$ cat config.mk
export PLATFORM = sky130hd
export DESIGN_NAME = bram_sdp_burst_reader
export DESIGN_NICKNAME = d
export VERILOG_FILES = /design/src/rtl/bram_sdp_burst_reader.sv
export SDC_FILE = /design/constraint.sdc
export NUM_CORES = 1
export LEC_CHECK = 0
export CAP_MARGIN = 20
export CORE_ASPECT_RATIO = 1.5
export CORE_MARGIN = 1.5
export CORE_UTILIZATION = 30
export CTS_CLUSTER_DIAMETER = 60
export DETAILED_ROUTE_END_ITERATION = 7
export PLACE_DENSITY = 0.55
export SLEW_MARGIN = 20
export SYNTH_ARGS = -nofsm -noshare
export SYNTH_HDL_FRONTEND = slang
export SYNTH_SLANG_ARGS = --single-unit
$ cat constraint.sdc
create_clock -name clk -period 4.6 [get_ports clk]
set_clock_uncertainty 0.1 [all_clocks]
set_input_delay 0.92 -clock clk [delete_from_list [all_inputs] [get_ports clk]]
set_output_delay 0.92 -clock clk [all_outputs]
set_load 0.02 [all_outputs]
$ cat src/rtl/bram_sdp_burst_reader.sv
// Burst read master for a simple-dual-port BRAM with a one-cycle registered
// read port. Accepts (addr, len) commands, issues sequential reads and
// streams the words out through a 3-entry FIFO with valid/ready and last.
module bram_sdp_burst_reader #(
  parameter int AWIDTH = 9,
  parameter int DWIDTH = 32
) (
  input  logic              clk,
  input  logic              rst_n,
  input  logic              cmd_valid,
  output logic              cmd_ready,
  input  logic [AWIDTH-1:0] cmd_addr,
  input  logic [AWIDTH:0]   cmd_len,
  output logic              rce,
  output logic [AWIDTH-1:0] ra,
  input  logic [DWIDTH-1:0] rq,
  output logic              m_valid,
  input  logic              m_ready,
  output logic [DWIDTH-1:0] m_data,
  output logic              m_last,
  output logic              busy,
  output logic              done
);

  typedef enum logic [1:0] {
    IDLE  = 2'd0,
    RUN   = 2'd1,
    DRAIN = 2'd2,
    FIN   = 2'd3
  } state_t;

  state_t            state;
  logic [AWIDTH:0]   len_q;
  logic [AWIDTH:0]   issued;
  logic [AWIDTH:0]   issued_inc;
  logic [AWIDTH-1:0] ra_inc;

  // Read pipeline: rce marks a read registered into the BRAM this cycle,
  // rce_d marks that rq carries its data now. rlast/rlast_d follow them.
  logic rce_d;
  logic rlast;
  logic rlast_d;

  // Shift-register FIFO, entry 0 is the head so outputs come straight off flops.
  logic [DWIDTH-1:0] fifo_data [3];
  logic [2:0]        fifo_last;
  logic [1:0]        fifo_count;

  logic       push;
  logic       pop;
  logic [1:0] count_next;
  logic [1:0] wr_idx;
  logic [2:0] occ_next;
  logic       can_issue;

  assign m_data = fifo_data[0];
  assign m_last = fifo_last[0];

  // Next-cycle FIFO occupancy and the read credit derived from it.
  // NOTE: every always_comb output gets a value on every path, otherwise a latch is inferred.
  always_comb begin
    push       = rce_d;
    pop        = m_valid & m_ready;
    count_next = fifo_count + {1'b0, push} - {1'b0, pop};
    wr_idx     = fifo_count - {1'b0, pop};
    // Entries held after this edge plus the read still in the BRAM after it.
    occ_next   = {1'b0, count_next} + {2'b0, rce};
    can_issue  = (occ_next < 3'd3);
    issued_inc = issued + 1'b1;
    ra_inc     = ra + 1'b1;
  end

  // Command FSM and read issue; all outputs registered.
  // NOTE: sequential state uses non-blocking assignments so every flop sees pre-edge values.
  always_ff @(posedge clk or negedge rst_n) begin
    if (!rst_n) begin
      state     <= IDLE;
      cmd_ready <= 1'b1;
      busy      <= 1'b0;
      done      <= 1'b0;
      rce       <= 1'b0;
      ra        <= '0;
      rlast     <= 1'b0;
      len_q     <= '0;
      issued    <= '0;
    end else begin
      rce  <= 1'b0;
      done <= 1'b0;
      case (state)
        IDLE: begin
          if (cmd_valid) begin
            cmd_ready <= 1'b0;
            busy      <= 1'b1;
            if (cmd_len == '0) begin
              done  <= 1'b1;
              state <= FIN;
            end else begin
              // FIFO is empty and nothing is in flight, so the first read goes out now.
              len_q  <= cmd_len;
              rce    <= 1'b1;
              ra     <= cmd_addr;
              issued <= {{AWIDTH{1'b0}}, 1'b1};
              rlast  <= (cmd_len == {{AWIDTH{1'b0}}, 1'b1});
              state  <= RUN;
            end
          end
        end
        RUN: begin
          if (issued == len_q) begin
            state <= DRAIN;
          end else if (can_issue) begin
            rce    <= 1'b1;
            ra     <= ra_inc;
            issued <= issued_inc;
            rlast  <= (issued_inc == len_q);
          end
        end
        DRAIN: begin
          // Finish once nothing is in flight and the last beat leaves this edge.
          if (!rce && !rce_d && count_next == 2'd0) begin
            done  <= 1'b1;
            state <= FIN;
          end
        end
        FIN: begin
          busy      <= 1'b0;
          cmd_ready <= 1'b1;
          state     <= IDLE;
        end
        default: state <= IDLE;
      endcase
    end
  end

  // Read-return pipeline, FIFO occupancy, valid and last flags.
  always_ff @(posedge clk or negedge rst_n) begin
    if (!rst_n) begin
      rce_d      <= 1'b0;
      rlast_d    <= 1'b0;
      fifo_count <= 2'd0;
      m_valid    <= 1'b0;
      fifo_last  <= 3'b000;
    end else begin
      rce_d      <= rce;
      rlast_d    <= rlast;
      fifo_count <= count_next;
      m_valid    <= (count_next != 2'd0);
      // Clearing the vacated top keeps every last bit above the count at zero.
      if (pop) begin
        fifo_last[0] <= fifo_last[1];
        fifo_last[1] <= fifo_last[2];
        fifo_last[2] <= 1'b0;
      end
      if (push) begin
        fifo_last[wr_idx] <= rlast_d;
      end
    end
  end

  // FIFO data storage, shifted on pop and written at the tail on push.
  // NOTE: data storage is not reset; m_valid and the last bits gate its meaning.
  always_ff @(posedge clk) begin
    if (pop) begin
      fifo_data[0] <= fifo_data[1];
      fifo_data[1] <= fifo_data[2];
    end
    if (push) begin
      fifo_data[wr_idx] <= rq;
    end
  end

endmodule

==> impl_metrics.toml, run 1 <==
[status]
status = "finished clean"

[worst_setup_path]
r2r_start = "m_valid$_DFF_PN0_"
worstPathArrival_ns = 3.90
worstPathRequired_ns = 4.83
worstSetupEndpointType = "register"
path_max_fanout = 9
start_kind = "input port"
critPathKind = "in -> reg"
cp-startpoint = "m_ready"

[synthesis]
synth_cells = 438
synth_edf_count = 96
synth_area_leaders = "edfxtp_1, dfrtp_1, mux2_2"
yosysSeqAreaShare = 0.643
yosys_warnings = 0
synth_area_um2 = 6200
yosysTopAreaCell = "edfxtp_1"
ys_ff_latch = 140
yosysMostFrequentCell = "edfxtp_1"
synthArstFlopShare = 0.314
syn_nets = 503
synth_ff_type = "edfxtp_1"
yosys-top-cells-count = "edfxtp_1, mux2_2, dfrtp_1"
syn_avg_cell_area_um2 = 14.2
synth_top_area_frac = 0.465
synth_cell_types = 49

[die]
design.core.area_um2 = 20300
rows = 64
start_util = 0.305
die_h_um = 179
dieArea_um2 = 21600
die_w_um = 120
io_pins = 102

[global_routing]
grt_pass1_wl_um = 21300
antenna_found_initial = 0
grt_pass1_vias = 4104
track_usage = 0.129
grt_max_degree = 45
grt_remaining_overflow = 0

[sta]
fmax_mhz = 273
setup_viol = 0
rsz0062_at_grt = "false"
fin_tns_setup_ns = 0
finalCriticalPeriod_ns = 3.66
finalHoldViolCount = 0
max_slew.worst_pin.slew_ns = 0.893
whs_ns = 0.285
slew-limit-headroom = 0.405
finalCritPeriodShare = 0.796
final_max_slew_viol_count = 0

[power_and_ir_drop]
p_sw_mw = 1.99
pwr-share-clk = 0.216
peakVddDrop_mv = 0.234
sequentialPowerShare = 0.391
p_comb_frac = 0.393
p_leak_nw = 2.99
switching_share = 0.348
internal_power_mw = 3.74
p_per_area_nw_per_um2 = 711

[clocking]
clockRootBuffer = "clkbuf_16"
clk_path_buf_depth = 2
insertion_delay_ns = 0.42
cts_inserted_buffers = 17
clk_pin_slew_ns = 0.06
htree_levels = 4
postCtsSetupBuffers = 0
cts_tree = "yes"
cts_resized = 0
cts.sinks = 140
cts_hold_buf = 0

[route]
drt_iter0_drc = 280
drc = 0
routed_wl_um = 13100
vias_per_cell = 4.75
drt.antenna.violating_nets = 0
vias = 3925
drtPass1Iterations = 4
avgRoutedWirePerCell_um = 15.8

[min_path]
min-delay-start = "rlast$_DFFE_PN0P_"
hold_path.class = "reg -> reg"

[final_layout]
antenna_cells = 0
nFillCells = 1935
fin_util = 0.396
area_growth_pct = 29.9
drive_above_1_share = 0.220
nets = 615

[job]
max_cap_violations = 0

[place]
place.port_buffers = 101
hpwl_um = 8720
gp_congestion = 0.842
## registers in the layout, indices dropped and copies added (netlist names)
register    flops
done            1
issued         10
state           2
rlast           1
len_q          10
fifo_data      96
m_valid         1
rlast_d         1
fifo_count      2
cmd_ready       1
busy            1
push            1
rce             1
ra              9
fifo_last       3
## power groups by stage
stage	clock network, mW	registers, mW	logic [mW]
after floorplan	0	2.45	1.27
after global placement	0	2.26	2.24
after detailed placement	0	2.27	2.29
after CTS	1.28	2.25	2.30
after global routing	1.34	2.30	2.47
final	1.24	2.24	2.25
## per-layer routing
metal	routed length, um	GRT usage	vias up
li1	-	-	1855
met1	5680	0.151	1918
met2	6460	0.218	129
met3	639	0.0372	23
met4	312	0.0574	0
met5	0	0	-
## per-stage QoR
| step | total power [mW] | worst slack, ns | cells | instance area, um2 |
|---|---|---|---|---|
| after global placement | 4.50 | 0.596 | 795 | 7530 |
| after detailed placement | 4.56 | 0.503 | 795 | 7530 |
| after CTS | 5.82 | 0.924 | 827 | 8050 |
| after global routing | 6.10 | 0.708 | 827 | 8060 |
| final | 5.73 | 0.938 | 827 | 8060 |
| after floorplan | 3.73 | 1.35 | 438 | 6200 |
## cell usage in the layout, fill, tap and decap left out, drive strengths merged, types with 2 or more instances in the layout
master,n
nand2b,2
nor4,3
nand3b,5
nor2b,2
clkbuf,20
mux2i,5
nand3,13
o31ai,4
nand4b,6
clkinv,6
edfxtp,96
nand4,2
buf,9
a2111oi,2
clkdlybuf4s50,100
nor3,6
o21ai,15
ha,10
inv,11
a22o,5
nor2,24
and3,8
xnor2,12
mux2,74
a21oi,12
clkinvlp,4
dfrtp,43
nand2,39
a31oi,2
xor2,8
## path summary, 6_finish.rpt
path	cells after the start	endpoint	slack, ns
hold / removal	0	rlast_d$_DFF_PN0_	0.29
setup / recovery	13	ra[8]$_DFFE_PN0P_	0.94
min in group asynchronous	1	ra[0]$_DFFE_PN0P_	0.40
setup reg to reg	12	ra[8]$_DFFE_PN0P_	1.49
hold reg to reg	0	rlast_d$_DFF_PN0_	0.29
max in group asynchronous	1	state[1]$_DFFE_PN0P_	3.61
## cell type report
cell class / instances / area, um2 / share of cell area
flip-flops and latches: 140 / 3990 / 0.495
multi-input cells: 273 / 2110 / 0.262
repair buffers: 109 / 1070 / 0.133
clock buffers: 20 / 437 / 0.0542
well taps: 264 / 330 / 0.0410
clock inverters: 12 / 91.3 / 0.0113
inverters: 9 / 33.8 / 0.00419
## cells by family (layout without fill, tap and decap cells)
kind of cell / count (synthesis) / in the layout / synth area share
multiplexers: 79 / 79 / 0.142
flip-flops: 140 / 140 / 0.643
adder cells (fa/ha/maj): 10 / 10 / 0.0202
buffers and inverters: 25 / 150 / 0.0176
AO/OA/AOI/OAI: 47 / 47 / 0.0529
XOR/XNOR: 20 / 20 / 0.0295
AND/OR/NAND/NOR: 117 / 117 / 0.0948
## critical path, cell delays in order
cell	delay, ns
clkdlybuf4s50_1	0.47
nand2_2	0.16
xnor2_1	0.18
ha_1	0.21
xor2_2	0.20
xor2_1	0.24
ha_1	0.26
a21oi_1	0.21
o31ai_2	0.12
a22oi_2	0.42
buf_4	0.26
nor2_1	0.05
nor3_1	0.18
Power figures use the tool's default switching activity.
==> inputs of run 2 (changes only) <==
Settings changed: PLACE_DENSITY 0.55 to 0.57.
Clock period 4.6 ns to 3.35 ns, I/O delays scaled along.
==> impl_metrics.toml, run 2 (synthesis results as in run 1) <==
[status]
status = "finished clean"

[final_layout]
regMostFlops = "fifo_data"
largest_registers = "fifo_data x96, issued x10, len_q x10"
area_growth_pct = 32.2
final_common_cell = "clkdlybuf4s50_1"
largest_register_ff_count = 96
antenna_cells = 0
drive_above_1_share = 0.240
nets = 622
final_cell_mix = "clkdlybuf4s50_1, edfxtp_1, mux2_2"

[die]
start_util = 0.305
rows = 64
dieArea_um2 = 21600
die_h_um = 179
die_w_um = 120
io_pins = 102
design.core.area_um2 = 20300

[sta]
slew-limit-headroom = 0.614
finalCriticalPeriod_ns = 3.12
finalCritPeriodShare = 0.930
rsz0062_at_grt = "false"
final_max_slew_viol_count = 0
setup_viol = 0
fmax_mhz = 321
max_slew.worst_pin.slew_ns = 0.579
finalHoldViolCount = 0
fin_ws_ns = 0.233
fin_tns_setup_ns = 0

[worst_setup_path]
worstPathArrival_ns = 3.36
worstSetupEndpointType = "register"
slowest_delay_ns = 0.49
cpMaxStageDelayCell = "clkdlybuf4s50_1"
worstPathCellList = "clkdlybuf4s50_1 > nand2_2 > xnor2_1 > ha_2 > xor2_2 > xor2_2 > ha_1 > a21oi_2 > o31ai_2 > a22oi_2 > buf_4 > buf_4 > nor2_1 > nor3_1"
crit_buf_inv = 3
critPathKind = "in -> reg"
start_kind = "input port"
crit_family = "buffers and inverters"
worstPathRequired_ns = 3.59
path_max_fanout = 9

[min_path]
hold_path.class = "in -> async"

[clocking]
cts.sinks = 140
insertion_delay_ns = 0.42
clockRootBuffer = "clkbuf_16"
cts_inserted_buffers = 17
clk_pin_slew_ns = 0.06
cts_tree = "yes"
cts_hold_buf = 0
clk_path_buf_depth = 2
htree_levels = 4

[power_and_ir_drop]
sequentialPowerShare = 0.379
finalPower_mw = 8.16
switching_share = 0.344
p_leak_nw = 3.06
internal_power_mw = 5.35
peakVddDrop_mv = 0.386
p_sw_mw = 2.80
pwr-share-clk = 0.215
p_comb_frac = 0.406
p_per_area_nw_per_um2 = 995

[route]
vias = 4030
drtPass1Iterations = 4
drt.antenna.violating_nets = 0
routed_wl_um = 13600
vias_per_cell = 4.83
avgRoutedWirePerCell_um = 16.4
drt_iter0_drc = 195
drc = 0

[global_routing]
grt_remaining_overflow = 0
use_met1 = 0.154
grt_pass1_wl_um = 22600
grt_pass1_vias = 4344
antenna_found_initial = 0
track_usage = 0.135
groute.layer.met2.usage = 0.237
grt_max_degree = 45
met3_usage = 0.0350
top_usage_layer = "met2"

[job]
max_cap_violations = 0

[place]
place.port_buffers = 101
hpwl_um = 9460
gp_congestion = 0.838
place_ws_ns = -0.258
-- run 2: changes by cell type in the layout (fill, tap and decap cells not counted), moves of 2 or more --
| cell | change |
|---|---|
| clkinv_2 | +2 |
| clkbuf_1 | -3 |
| buf_12 | +4 |
| clkinv_4 | -2 |
| clkinv_1 | +2 |
| buf_4 | +3 |
-- run 2: worst paths after layout --
path	slack, ns	end	depth (start not counted)	from
max	0.23	ra[7]$_DFFE_PN0P_	14	m_ready
min	0.14	ra[1]$_DFFE_PN0P_	1	rst_n
max reg2reg	0.56	ra[7]$_DFFE_PN0P_	12	push$_DFF_PN0_
min reg2reg	0.29	rlast_d$_DFF_PN0_	0	rlast$_DFFE_PN0P_
max in group asynchronous	2.60	done$_DFF_PN0_	1	rst_n
min in group clk	0.29	rlast_d$_DFF_PN0_	0	rlast$_DFFE_PN0P_
-- run 2: timing repair --
action / 4_1_cts / 5_1_grt
buffers inserted: 0 / 0
setup endpoints to repair: 0 / 8
gates resized for setup: 0 / 4
-- run 2: final cells by class --
cell class                      instances  area [um2]
Tap cell                              264         330
Timing Repair Buffer                  116        1170
Inverter                                9        33.8
Sequential cell                       140        3990
Multi-Input combinational cell        273        2130
Clock inverter                         15         124
Fill cell                            1909       12100
Clock buffer                           17         425
-- run 2: power groups by stage --
| stage | clock network [mW] | logic [mW] | registers (mW) |
|---|---|---|---|
| floorplan | 0 | 1.75 | 3.37 |
| global placement | 0 | 3.23 | 3.10 |
| detailed placement | 0 | 3.31 | 3.13 |
| CTS | 1.81 | 3.32 | 3.10 |
| global route | 1.88 | 3.63 | 3.17 |
| finish | 1.75 | 3.31 | 3.09 |
-- run 2: metrics by stage --
stage	std cells	util	hold slack (ns)	cell area, um2
6_report	834	0.403	0.145	8200
3_5_place_dp	802	0.375	0.291	7630
4_1_cts	834	0.402	0.298	8180
5_1_grt	834	0.403	0.182	8200
2_1_floorplan	438	-	0.254	6200
3_3_place_gp	802	0.375	0.265	7630
-- run 2: metal layers --
metal,up-vias,wire (um)
met1,1994,5610
met4,0,362
met5,-,0
met2,129,7020
met3,30,642
li1,1877,-
